## config.mk

```make
export PLATFORM = sky130hd
export DESIGN_NAME = id_inst_queue
export DESIGN_NICKNAME = d
export VERILOG_FILES = /design/src/rtl/id_inst_queue_pkg.sv /design/src/rtl/id_inst_queue.sv
export SDC_FILE = /design/constraint.sdc
export NUM_CORES = 1
export LEC_CHECK = 0
export BUFFER_PORTS_ARGS = -buffer_cell sky130_fd_sc_hd__buf_2
export CAP_MARGIN = 10
export CORE_MARGIN = 2
export CORE_UTILIZATION = 54
export CTS_CLUSTER_SIZE = 40
export DETAILED_ROUTE_END_ITERATION = 6
export PLACE_DENSITY_LB_ADDON = 0.25
export SYNTH_ARGS = -nofsm -noshare
export SYNTH_HDL_FRONTEND = slang
export SYNTH_SLANG_ARGS = --single-unit
```

## constraint.sdc

```tcl
create_clock -name clk -period 12 [get_ports clk]
set_input_delay 2.4 -clock clk [delete_from_list [all_inputs] [get_ports clk]]
set_output_delay 2.4 -clock clk [all_outputs]
set_load 0.01 [all_outputs]
```

## src/rtl/id_inst_queue_pkg.sv

```systemverilog
// Shared defaults for the IF->ID instruction queue.
package id_inst_queue_pkg;

  localparam int IQ_DEPTH  = 4;
  localparam int IQ_PC_W   = 32;
  localparam int IQ_INST_W = 32;

endpackage

```

## src/rtl/id_inst_queue.sv

```systemverilog
// IF->ID instruction FIFO; 1-cycle push-to-head (0 cycles via empty bypass when BYPASS=1).
// if_ready depends only on registered occupancy; a full queue refuses pushes even when ID pops that cycle.
module id_inst_queue
  import id_inst_queue_pkg::*;
#(
  parameter int DEPTH  = IQ_DEPTH,
  parameter int PC_W   = IQ_PC_W,
  parameter int INST_W = IQ_INST_W,
  parameter int BYPASS = 1
) (
  input  logic                     clk,
  input  logic                     rst,
  input  logic                     flush,
  input  logic                     if_valid,
  input  logic [PC_W-1:0]          if_pc,
  input  logic [INST_W-1:0]        if_inst,
  output logic                     if_ready,
  output logic                     id_valid,
  output logic [PC_W-1:0]          id_pc,
  output logic [INST_W-1:0]        id_inst,
  input  logic                     id_ready,
  output logic [$clog2(DEPTH):0]   count
);

  localparam int AW = $clog2(DEPTH);
  localparam int CW = AW + 1;

  typedef struct packed {
    logic [PC_W-1:0]   pc;
    logic [INST_W-1:0] inst;
  } entry_t;

  entry_t        mem [DEPTH];
  entry_t        head;
  logic [AW-1:0] wr_ptr;
  logic [AW-1:0] rd_ptr;
  logic          empty;
  logic          bypass_path;
  logic          push;
  logic          pop;
  logic          push_written;
  logic          pop_from_queue;

  assign empty       = (count == '0);
  assign if_ready    = (count < CW'(DEPTH));
  assign bypass_path = (BYPASS != 0) && empty;

  // rst gates id_valid so ID sees a bubble for the whole reset window.
  always_comb begin
    head     = mem[rd_ptr];
    id_valid = 1'b0;
    if (bypass_path) begin
      head.pc   = if_pc;
      head.inst = if_inst;
    end
    if (rst && !flush) begin
      id_valid = bypass_path ? if_valid : !empty;
    end
    id_pc   = id_valid ? head.pc   : '0;
    id_inst = id_valid ? head.inst : '0;
  end

  assign push           = if_valid && if_ready && !flush;
  assign pop            = id_valid && id_ready && !flush;
  assign pop_from_queue = pop && !empty;
  // A bypassed instruction consumed by ID in the same cycle never touches storage.
  assign push_written   = push && !(bypass_path && pop);

  always_ff @(posedge clk or negedge rst) begin
    if (!rst) begin
      wr_ptr <= '0;
      rd_ptr <= '0;
      count  <= '0;
    end else if (flush) begin
      wr_ptr <= '0;
      rd_ptr <= '0;
      count  <= '0;
    end else begin
      if (push_written) begin
        wr_ptr <= wr_ptr + 1'b1;
      end
      if (pop_from_queue) begin
        rd_ptr <= rd_ptr + 1'b1;
      end
      count <= count + CW'(push_written) - CW'(pop_from_queue);
    end
  end

  always_ff @(posedge clk) begin
    if (push_written) begin
      mem[wr_ptr] <= '{pc: if_pc, inst: if_inst};
    end
  end

endmodule

```

==> run_results.csv, run 1 <==
group,metric,value,unit
floorplan,io_pins,138,
synthesis,ys_types,33,
route,drc,0,
floorplan,core-area,18900,µm²
status,status,"completed",
setup_path,rrSetupSlack,8.92,ns
floorplan,initial_core_util,55.4,%
route,drt_wl_total,19.6,mm
setup_path,startpoint_type,"primary input",
setup_path,endpoint_kind,"primary output",
clock_network,hold_buffers,0,
power,leakagePower,4.20,nW
sta,fin_crit_sh,55.6,%
power,ir_worst_vdd,144,µV
synthesis,synth_seq_cells,263,
route,ant_nets,0,
route,vias,5255,
final_layout,nNetsFinal,689,
clock_network,cts.htree.levels,1,
sta,worst_slew_pin_slew,0.964,ns
setup_path,crit_start,"rst",
clock_network,cts_tree,"done",
global_routing,grt_pass1_wl,30.1,mm
floorplan,die_x,143,µm
floorplan,die_y,143,µm
sta,slew_violations,0,
sta,fin_hold_ws,0.610,ns
setup_path,reg2reg_from,"count[1]",
route,firstDrtPassIters,4,
flow_run,maxCapViolCount,0,
clock_network,clock_path_buffers,3,
sta,relSlewSlack,35.7,%
synthesis,netlist_area,10500,µm²
sta,hold_viol,0,
sta,min_period,6.67,ns
clock_network,cts_resized,0,
setup_path,worst_r2r_endpoint,"count[2]",
placement,gp_congestion,0.707,
setup_path,crit_type,"primary input to primary output",
global_routing,grt.overflow.total,0,
setup_path,reg2regPathDepth,11,
synthesis,seq_area_frac_synth,75.1,%
route,wl_per_cell,21.9,µm
setup_path,worstPathRequired,9.60,ns
clock_network,clkTransAtPathRegs,0.06,ns
sta,max_freq,0.150,GHz
synthesis,yosys_warnings,0,
worst_hold_path,hp-class,"flip-flop to flip-flop",
synthesis,avgSynthCellArea,22.4,µm²
route,via_per_inst,5.88,
clock_network,post_cts_buffers,0,
sta,finalSetupViolCount,0,
sta,grt_setup_unrepaired,"false",
floorplan,dieArea,20500,µm²
global_routing,antenna_found_initial,1,
global_routing,grt_max_degree,65,
clock_network,cts_buffers,26,
synthesis,netlist_instances,467,
power,power.density,182,nW/µm²
final_layout,drive_above_1_share,40.4,%
clock_network,cts_root_buf,"clkbuf_16",
setup_path,arrival,4.27,ns
clock_network,cts_sinks,263,
global_routing,grt_usage,19.2,%
worst_hold_path,min-delay-start,"wr_ptr[1]",
placement,dp_hpwl,11.2,mm
sta,fin_worst_skew,0.00565,ns
final_layout,syn2layout_area_growth,16.0,%
route,initialDrtViolationCount,403,
floorplan,rows,50,
placement,port_buffers,137,
setup_path,path_max_fanout,64,
synthesis,synth_nets,543,
setup_path,setup.worst_path.end,"id_pc[22]",
global_routing,grt_pass1_vias,5605,
clock_network,clk-insertion-delay-late,0.51,ns
sta,tns,0,ns
-- critical path, stage by stage --
cell	delay, ns
buf_2	0.19
nor2b_1	0.33
and3_2	0.23
buf_4	0.55
a22o_1	0.29
buf_2	0.14
-- Yosys cell counts --
cell	n	area, µm²
inv_1	7	26.3
and2_4	1	8.76
xor2_1	1	8.76
a22o_1	60	526
edfxtp_1	256	7690
buf_6	1	11.3
or3_1	1	6.26
xnor2_1	1	8.76
mux2i_1	1	10.0
nand2b_1	2	12.5
and3_1	1	6.26
fa_1	1	20.0
nor2_1	7	26.3
clkbuf_1	7	26.3
buf_2	1	5.00
mux2_2	2	22.5
nor3b_1	4	30.0
a311oi_1	1	8.76
and3_2	1	7.51
o311ai_0	1	8.76
buf_4	13	97.6
a21boi_0	1	7.51
mux4_2	64	1440
nor2b_1	3	18.8
nor3_1	2	10.0
and2_2	1	7.51
buf_8	6	90.1
dfrtp_1	7	175
buf_12	1	20.0
ha_1	6	75.1
a311o_1	1	10.0
or2b_1	1	7.51
a22o_2	4	40.0
-- layer usage --
layer	global-route usage, %	up-vias	share of wire (%)
met5	0	-	0
met4	5.37	0	1.6
met3	3.09	24	5.2
met2	32.3	167	51
met1	26.4	2778	43
li1	-	2286	-
-- cells by family after synthesis --
kind of cell / share of synthesized area, %
xor+xnor: 0.167
buf+inv: 2.64
fa+ha+maj: 0.908
compound gates: 5.74
mux: 14.1
flops: 75.1
simple gates: 1.35
-- flip-flops by register name, summed over array words and instances (netlist names) --
name    count
count       3
mem       256
rd_ptr      2
wr_ptr      2
-- where the power goes --
group	total (mW)	internal (mW)	switching, mW
Sequential	1.11	1.08	0.0343
Combinational	0.343	0.164	0.180
Clock	0.760	0.453	0.307
Total	2.21	1.69	0.521
-- cell usage in the layout, fill, tap and decap left out, types with 3 or more instances in the layout --
cell type,count
mux4_2,64
clkbuf_16,27
ha_1,6
clkbuf_1,10
a22o_2,4
clkinv_1,9
nor2b_1,3
dfrtp_1,5
buf_2,137
edfxtp_1,256
a22o_1,60
nor2_1,7
buf_4,10
nor3b_2,4
inv_1,7
-- layout make-up --
type                       count  area, µm²
clock buffer                  37        713
tap                          260        325
fill                        1305       6750
sequential                   263       7870
inverter                       7       26.3
timing repair buffer         147        761
multi-input combinational    168       2350
clock inverter                11       93.8
antenna                        1       2.50
-- through the flow --
stage               area (µm²)  cells  worst slack (ns)  total power [mW]  utilization (%)
floorplan                10500    467              3.79              1.38                -
global placement         11300    845              5.48              1.47             60.0
detailed placement       11300    845              5.42              1.48             60.0
CTS                      12100    893              5.41              2.24             64.2
global route             12100    894              5.24              2.30             64.3
finish                   12100    894              5.33              2.21             64.3
-- worst min-delay path by stage --
stage                      endpoint  slack [ns]  depth (start not counted)
after floorplan           wr_ptr[1]        0.55                          2
after global placement    wr_ptr[1]        0.58                          2
after detailed placement  wr_ptr[1]        0.61                          2
after CTS                 wr_ptr[1]        0.62                          2
after global routing      wr_ptr[1]        0.66                          2
final                     wr_ptr[1]        0.61                          2
Note: power is estimated with default switching activity, not from simulation.
==> run 2: changes to the inputs <==
ABC_AREA = 1   (was unset)
clock period = 6.79 ns   (was 12 ns; I/O delays follow)
==> run 2 against run 1 <==
Net effect:
- sequential cell count is the same
- clock-buffer cell count is 3 lower
- worst setup slack lost 3.2 ns
- combinational power is 48% higher
- first-iteration DRC count increased by 48%
- sequential power rose by 71%
- utilization down 1.8 points
- hold slack got worse by 0.037 ns
- area after synthesis is 5.7% higher
- clock skew rose by 0.0037 ns
- critical path type is now flip-flop to primary output
- critical endpoint is now id_pc[8]
- largest cell class unchanged
- highest routed layer unchanged
==> run_results.csv, run 2 <==
group,metric,value,unit
status,status,"completed",
floorplan,core-area,20200,µm²
final_layout,final_common_cell,"edfxtp_1",
clock_network,cts.htree.levels,1,
sta,min_period,4.68,ns
synthesis,synthMostInstantiatedCell,"edfxtp_1",
floorplan,rows,52,
final_layout,syn2layout_area_growth,13.9,%
global_routing,use_met1,30.0,%
flow_run,maxCapViolCount,0,
setup_path,worst_r2r_endpoint,"count[2]",
power,pwr-share-comb,13.7,%
synthesis,seq_area_frac_synth,71.1,%
sta,fin_worst_skew,0.00936,ns
synthesis,avgSynthCellArea,11.5,µm²
power,p_sw,0.947,mW
route,drc,0,
clock_network,cts_root_buf,"clkbuf_16",
global_routing,grt.overflow.total,0,
global_routing,busiest_layer,"met2",
route,drt_wl_total,23.0,mm
clock_network,clkTransAtPathRegs,0.06,ns
global_routing,grt_pass1_vias,6893,
power,pwr-share-seq,51.1,%
final_layout,final_cell_mix,"edfxtp_1 (256), nor2_1 (194), buf_2 (137), nand2_1 (135), a21oi_1 (129)",
clock_network,cts_tree,"done",
floorplan,die_x,147,µm
synthesis,synthArstFlopShare,2.66,%
setup_path,cp.depth,7,
route,initialDrtViolationCount,597,
setup_path,reg2reg_from,"count[1]",
synthesis,synth_nets,1038,
synthesis,yosysTopAreaCell,"edfxtp_1",
worst_hold_path,hp-class,"flip-flop to flip-flop",
final_layout,nNetsFinal,1148,
route,ant_nets,0,
setup_path,cpMostUsedCell,"nor2_1",
synthesis,synthFlopType,"edfxtp_1",
clock_network,cts_resized,0,
sta,finalSetupViolCount,0,
synthesis,synth.cells.most_frequent,"edfxtp_1 (256), nor2_1 (199), nand2_1 (135)",
worst_hold_path,min_path_cells,2,
setup_path,path_cells,"inv_4, buf_4, nor2_1, o21ai_0, a21oi_1, nor2_1, buf_2",
floorplan,die_y,147,µm
sta,max_freq,0.214,GHz
route,via_per_inst,5.39,
final_layout,final-seq-area,7870,µm²
sta,relSlewSlack,29.5,%
setup_path,crit_type,"flip-flop to primary output",
synthesis,netlist_instances,962,
worst_hold_path,min-delay-start,"wr_ptr[0]",
clock_network,hold_buffers,0,
global_routing,grt_usage,21.0,%
global_routing,grt_pass1_wl,36.1,mm
power,ir_worst_vdd,232,µV
route,vias,7338,
setup_path,worstPathRequired,5.43,ns
synthesis,synth_edf_count,256,
sta,tns,0,ns
power,power.density,295,nW/µm²
power,leakagePower,4.66,nW
sta,slew_violations,0,
global_routing,grt_use_met2,35.0,%
final_layout,regMostFlops,"mem",
sta,finalWorstSetupSlack,2.11,ns
synthesis,yosys_warnings,0,
final_layout,drive_above_1_share,17.6,%
power,clockPowerShare,35.3,%
global_routing,met3_usage,2.76,%
setup_path,path_buf_inv,3,
final_layout,finalNonFillerCells,1362,
final_layout,top_regs,"mem (256), count (3)",
final_layout,nFillCells,1581,
route,wl_per_cell,16.9,µm
setup_path,rrSetupSlack,3.64,ns
setup_path,path_max_fanout,68,
clock_network,cts_buffers,26,
power,internal_power,2.77,mW
synthesis,ys_types,24,
clock_network,clk-insertion-delay-late,0.51,ns
placement,dp_hpwl,12.4,mm
final_layout,largest_reg_flops,256,
floorplan,initial_core_util,54.9,%
synthesis,synthTopCellsByArea,"edfxtp_1 (69%), nor2_1 (6.8%), a21oi_1 (5.8%)",
setup_path,arrival,3.32,ns
placement,gp_congestion,0.745,
synthesis,synth_top_area_share,69.5,%
synthesis,synth_seq_cells,263,
setup_path,endpoint_kind,"primary output",
route,firstDrtPassIters,5,
floorplan,dieArea,21700,µm²
placement,post-place-ws,2.22,ns
global_routing,grt_max_degree,94,
clock_network,post_cts_buffers,0,
placement,port_buffers,137,
setup_path,cpMaxStageDelayCell,"dfrtp_4",
placement,dp_cells,1314,
final_layout,final_area,12600,µm²
setup_path,startpoint_type,"flip-flop",
setup_path,path_delay_family,"buffers and inverters",
sta,worst_slew_pin_slew,1.06,ns
clock_network,clock_path_buffers,3,
setup_path,reg2regPathDepth,12,
synthesis,netlist_area,11100,µm²
setup_path,crit_path_max_incr_delay,0.76,ns
floorplan,io_pins,138,
worst_hold_path,holdPathEnd,"wr_ptr[0]",
power,switching_share,25.5,%
clock_network,cts_sinks,263,
sta,grt_setup_unrepaired,"false",
sta,hold_viol,0,
final_layout,multi_input_area,2790,µm²
global_routing,antenna_found_initial,2,
placement,placed_area,11800,µm²
sta,fin_crit_sh,69.0,%
==> run 2: cell count changes after synthesis, sizes merged, moves of 9 or more <==
cell and change:
a21oi +129, a22o -64, buf +33, inv +11, mux4 -64, nand2 +137, nand3 +9, nor2 +194
o21ai +128
==> run 2: how the worst max path moves through the flow <==
| stage | slack, ns | startpoint | endpoint |
|---|---|---|---|
| 3_3_place_gp | 2.25 | rst | id_pc[17] |
| 3_5_place_dp | 2.22 | rst | id_inst[16] |
| 4_1_cts | 2.09 | rd_ptr[0] | id_pc[18] |
| 2_1_floorplan | 1.79 | flush | mem[0][0] |
| 6_report | 2.11 | rd_ptr[0] | id_pc[8] |
| 5_1_grt | 1.87 | rd_ptr[0] | id_pc[8] |
==> run 2: worst register-to-register path, stage by stage, from the launching register on <==
cell and delay (ns):
dfrtp_1 0.46, nor2_2 0.09, nand2_2 0.49, buf_4 0.46
nand4_1 0.23, inv_1 0.16, ha_1 0.24, inv_1 0.05
ha_1 0.12, inv_1 0.05, fa_1 0.40, and3_1 0.18
nor3_1 0.13
==> run 2: power groups by stage <==
| stage | Sequential, mW | Clock (mW) | Combinational [mW] |
|---|---|---|---|
| finish | 1.90 | 1.31 | 0.508 |
| global route | 1.90 | 1.40 | 0.570 |
| CTS | 1.90 | 1.33 | 0.515 |
| detailed placement | 1.93 | 0 | 0.513 |
| global placement | 1.93 | 0 | 0.507 |
| floorplan | 1.93 | 0 | 0.328 |
==> run 2: stage by stage <==
stage                     hold slack, ns  utilization (%)  total power, mW
after floorplan                    0.520                -             2.26
after global placement             0.559             58.6             2.44
after detailed placement           0.562             58.6             2.44
after CTS                          0.575             62.4             3.74
after global routing               0.619             62.5             3.87
final                              0.573             62.5             3.71
==> run 2: area by class of cell <==
cell class | instances | share of cell area [%]
flip-flops and latches | 263 | 62.5
repair buffers | 146 | 5.98
multi-input cells | 617 | 22.1
clock inverters | 12 | 0.596
diodes | 2 | 0.0397
well taps | 270 | 2.68
inverters | 18 | 0.556
clock buffers | 34 | 5.57
==> run 2: cells by family (layout without fill, tap and decap cells) <==
group	Yosys count	after routing	share of synthesized area, %
xor+xnor	1	1	0.0792
fa+ha+maj	7	7	0.859
other cells	0	2	0
buf+inv	82	210	4.10
compound gates	257	257	11.6
simple gates	352	352	12.3
flops	263	263	71.1
==> run 2: per-layer routing <==
metal | up-vias | part of all wire (%)
li1 | 3591 | -
met1 | 3482 | 44
met2 | 237 | 48
met3 | 28 | 6.3
met4 | 0 | 1.4
met5 | - | 0
==> run 3: changes to the inputs <==
ABC_AREA = 0   (was 1)
CORE_UTILIZATION = 52   (was 54)
clock period = 3.77 ns   (was 6.79 ns; I/O delays follow)
==> run 3 against run 2 <==
Net effect:
- power rose by 92%
- utilization grew 0.14 points
- cell count shrank 33%
- register-to-register slack worse by 2.7 ns
- clock-buffer cell count shrank 1
- via count shrank 29%
==> run_results.csv, run 3 (synthesis results as in run 1) <==
group,metric,value,unit
setup_path,crit_start,"rd_ptr[0]",
clock_network,clock_path_buffers,3,
setup_path,crit_path_max_incr_delay,0.71,ns
global_routing,grt_pass1_wl,32.2,mm
placement,placed_area,11400,µm²
setup_path,endpoint_kind,"primary output",
power,ir_worst_vdd,364,µV
route,drt_wl_total,20.4,mm
sta,min_period,3.28,ns
global_routing,grt_usage,19.3,%
clock_network,hold_buffers,0,
sta,fin_crit_sh,87.1,%
floorplan,rows,51,
sta,relSlewSlack,44.8,%
setup_path,crit_type,"flip-flop to primary output",
final_layout,nNetsFinal,697,
floorplan,dieArea,21300,µm²
route,drc,0,
clock_network,post_cts_buffers,0,
setup_path,startpoint_type,"flip-flop",
placement,gp_congestion,0.777,
route,initialDrtViolationCount,400,
floorplan,initial_core_util,53.4,%
placement,dp_hpwl,11.8,mm
clock_network,cts_root_buf,"clkbuf_16",
final_layout,finalNonFillerCells,907,
sta,finalSetupViolCount,0,
clock_network,cts_tree,"done",
route,firstDrtPassIters,4,
sta,max_freq,0.305,GHz
floorplan,die_y,146,µm
worst_hold_path,hp-class,"primary input to async pin",
clock_network,cts_resized,0,
setup_path,cpMaxStageDelayCell,"dfrtp_4",
global_routing,grt_max_degree,65,
sta,worst_slew_pin_slew,0.827,ns
power,power.density,582,nW/µm²
sta,fin_worst_skew,0.00660,ns
final_layout,largest_reg_flops,256,
global_routing,grt.overflow.total,0,
sta,fin_hold_ws,0.0717,ns
global_routing,grt_pass1_vias,5811,
sta,grt_setup_unrepaired,"false",
power,total_power,7.13,mW
setup_path,path_cells,"buf_4, mux4_2, a22o_2, buf_2",
final_layout,top_regs,"mem (256), count (3)",
sta,tns,0,ns
clock_network,cts.htree.levels,1,
floorplan,core-area,19600,µm²
clock_network,cts_buffers,26,
placement,dp_cells,858,
final_layout,drive_above_1_share,42.0,%
sta,slew_violations,0,
final_layout,final_cell_mix,"edfxtp_1 (256), buf_2 (137), mux4_2 (64), a22o_1 (60), clkbuf_16 (27)",
route,via_per_inst,5.77,
clock_network,clkTransAtPathRegs,0.06,ns
setup_path,path_max_fanout,20,
clock_network,cts_sinks,263,
sta,finalWorstSetupSlack,0.486,ns
route,wl_per_cell,22.4,µm
route,vias,5237,
placement,post-place-ws,0.318,ns
floorplan,io_pins,138,
setup_path,arrival,2.53,ns
final_layout,fin_util,62.6,%
final_layout,syn2layout_area_growth,17.2,%
setup_path,reg2reg_from,"count[1]",
final_layout,regMostFlops,"mem",
final_layout,final_common_cell,"edfxtp_1",
flow_run,maxCapViolCount,0,
placement,port_buffers,137,
route,ant_nets,0,
setup_path,worstPathRequired,3.02,ns
power,leakagePower,4.27,nW
clock_network,clk-insertion-delay-late,0.52,ns
final_layout,final_area,12300,µm²
sta,hold_viol,0,
global_routing,antenna_found_initial,1,
status,status,"completed",
floorplan,die_x,146,µm
## run 3: cell types whose count changed in the layout (fill, tap and decap cells not counted), sizes merged, moves of 9 or more
cell   change
nand2    -137
nor2     -194
a22o      +64
nand3      -9
buf        +9
o21ai    -128
mux4      +64
a21oi    -129
inv       -11
## run 3: worst paths after layout
path                               end  slack, ns  cells past startpoint
setup / recovery           id_inst[30]       0.49                      4
hold / removal                count[2]       0.07                      1
setup reg to reg              count[2]       0.97                     11
hold reg to reg              wr_ptr[1]       0.61                      2
max in group asynchronous    rd_ptr[0]       3.50                      1
min in group clk            mem[2][27]       0.47                      1
## run 3: area by class of cell
cell class              instances  area (µm²)
diodes                          1        2.50
multi-input cells             168        2370
repair buffers                155         846
fillers                      1372        7330
well taps                     265         332
clock inverters                15         118
flip-flops and latches        263        7870
inverters                       7        26.3
clock buffers                  33         698
## run 3: worst max-delay path, delay by kind of cell, from the launching register on
family | cells | cell delay, ns
flip-flops | 1 | 0.71
multiplexers | 1 | 0.54
buffers and inverters | 2 | 0.48
AO/OA/AOI/OAI | 1 | 0.26
## run 3: layer usage
layer  routed length, µm  vias up  track usage [%]
li1                    -     2319                -
met1                8530     2711             26.4
met2               10000      176             32.0
met3                1400       31             3.98
met4                 389        0             5.64
met5                   0        -                0
## run 3: where the power goes
group	internal, mW	switching [mW]
clock network	1.44	1.02
registers	3.43	0.0941
logic	0.555	0.601
total	5.42	1.71
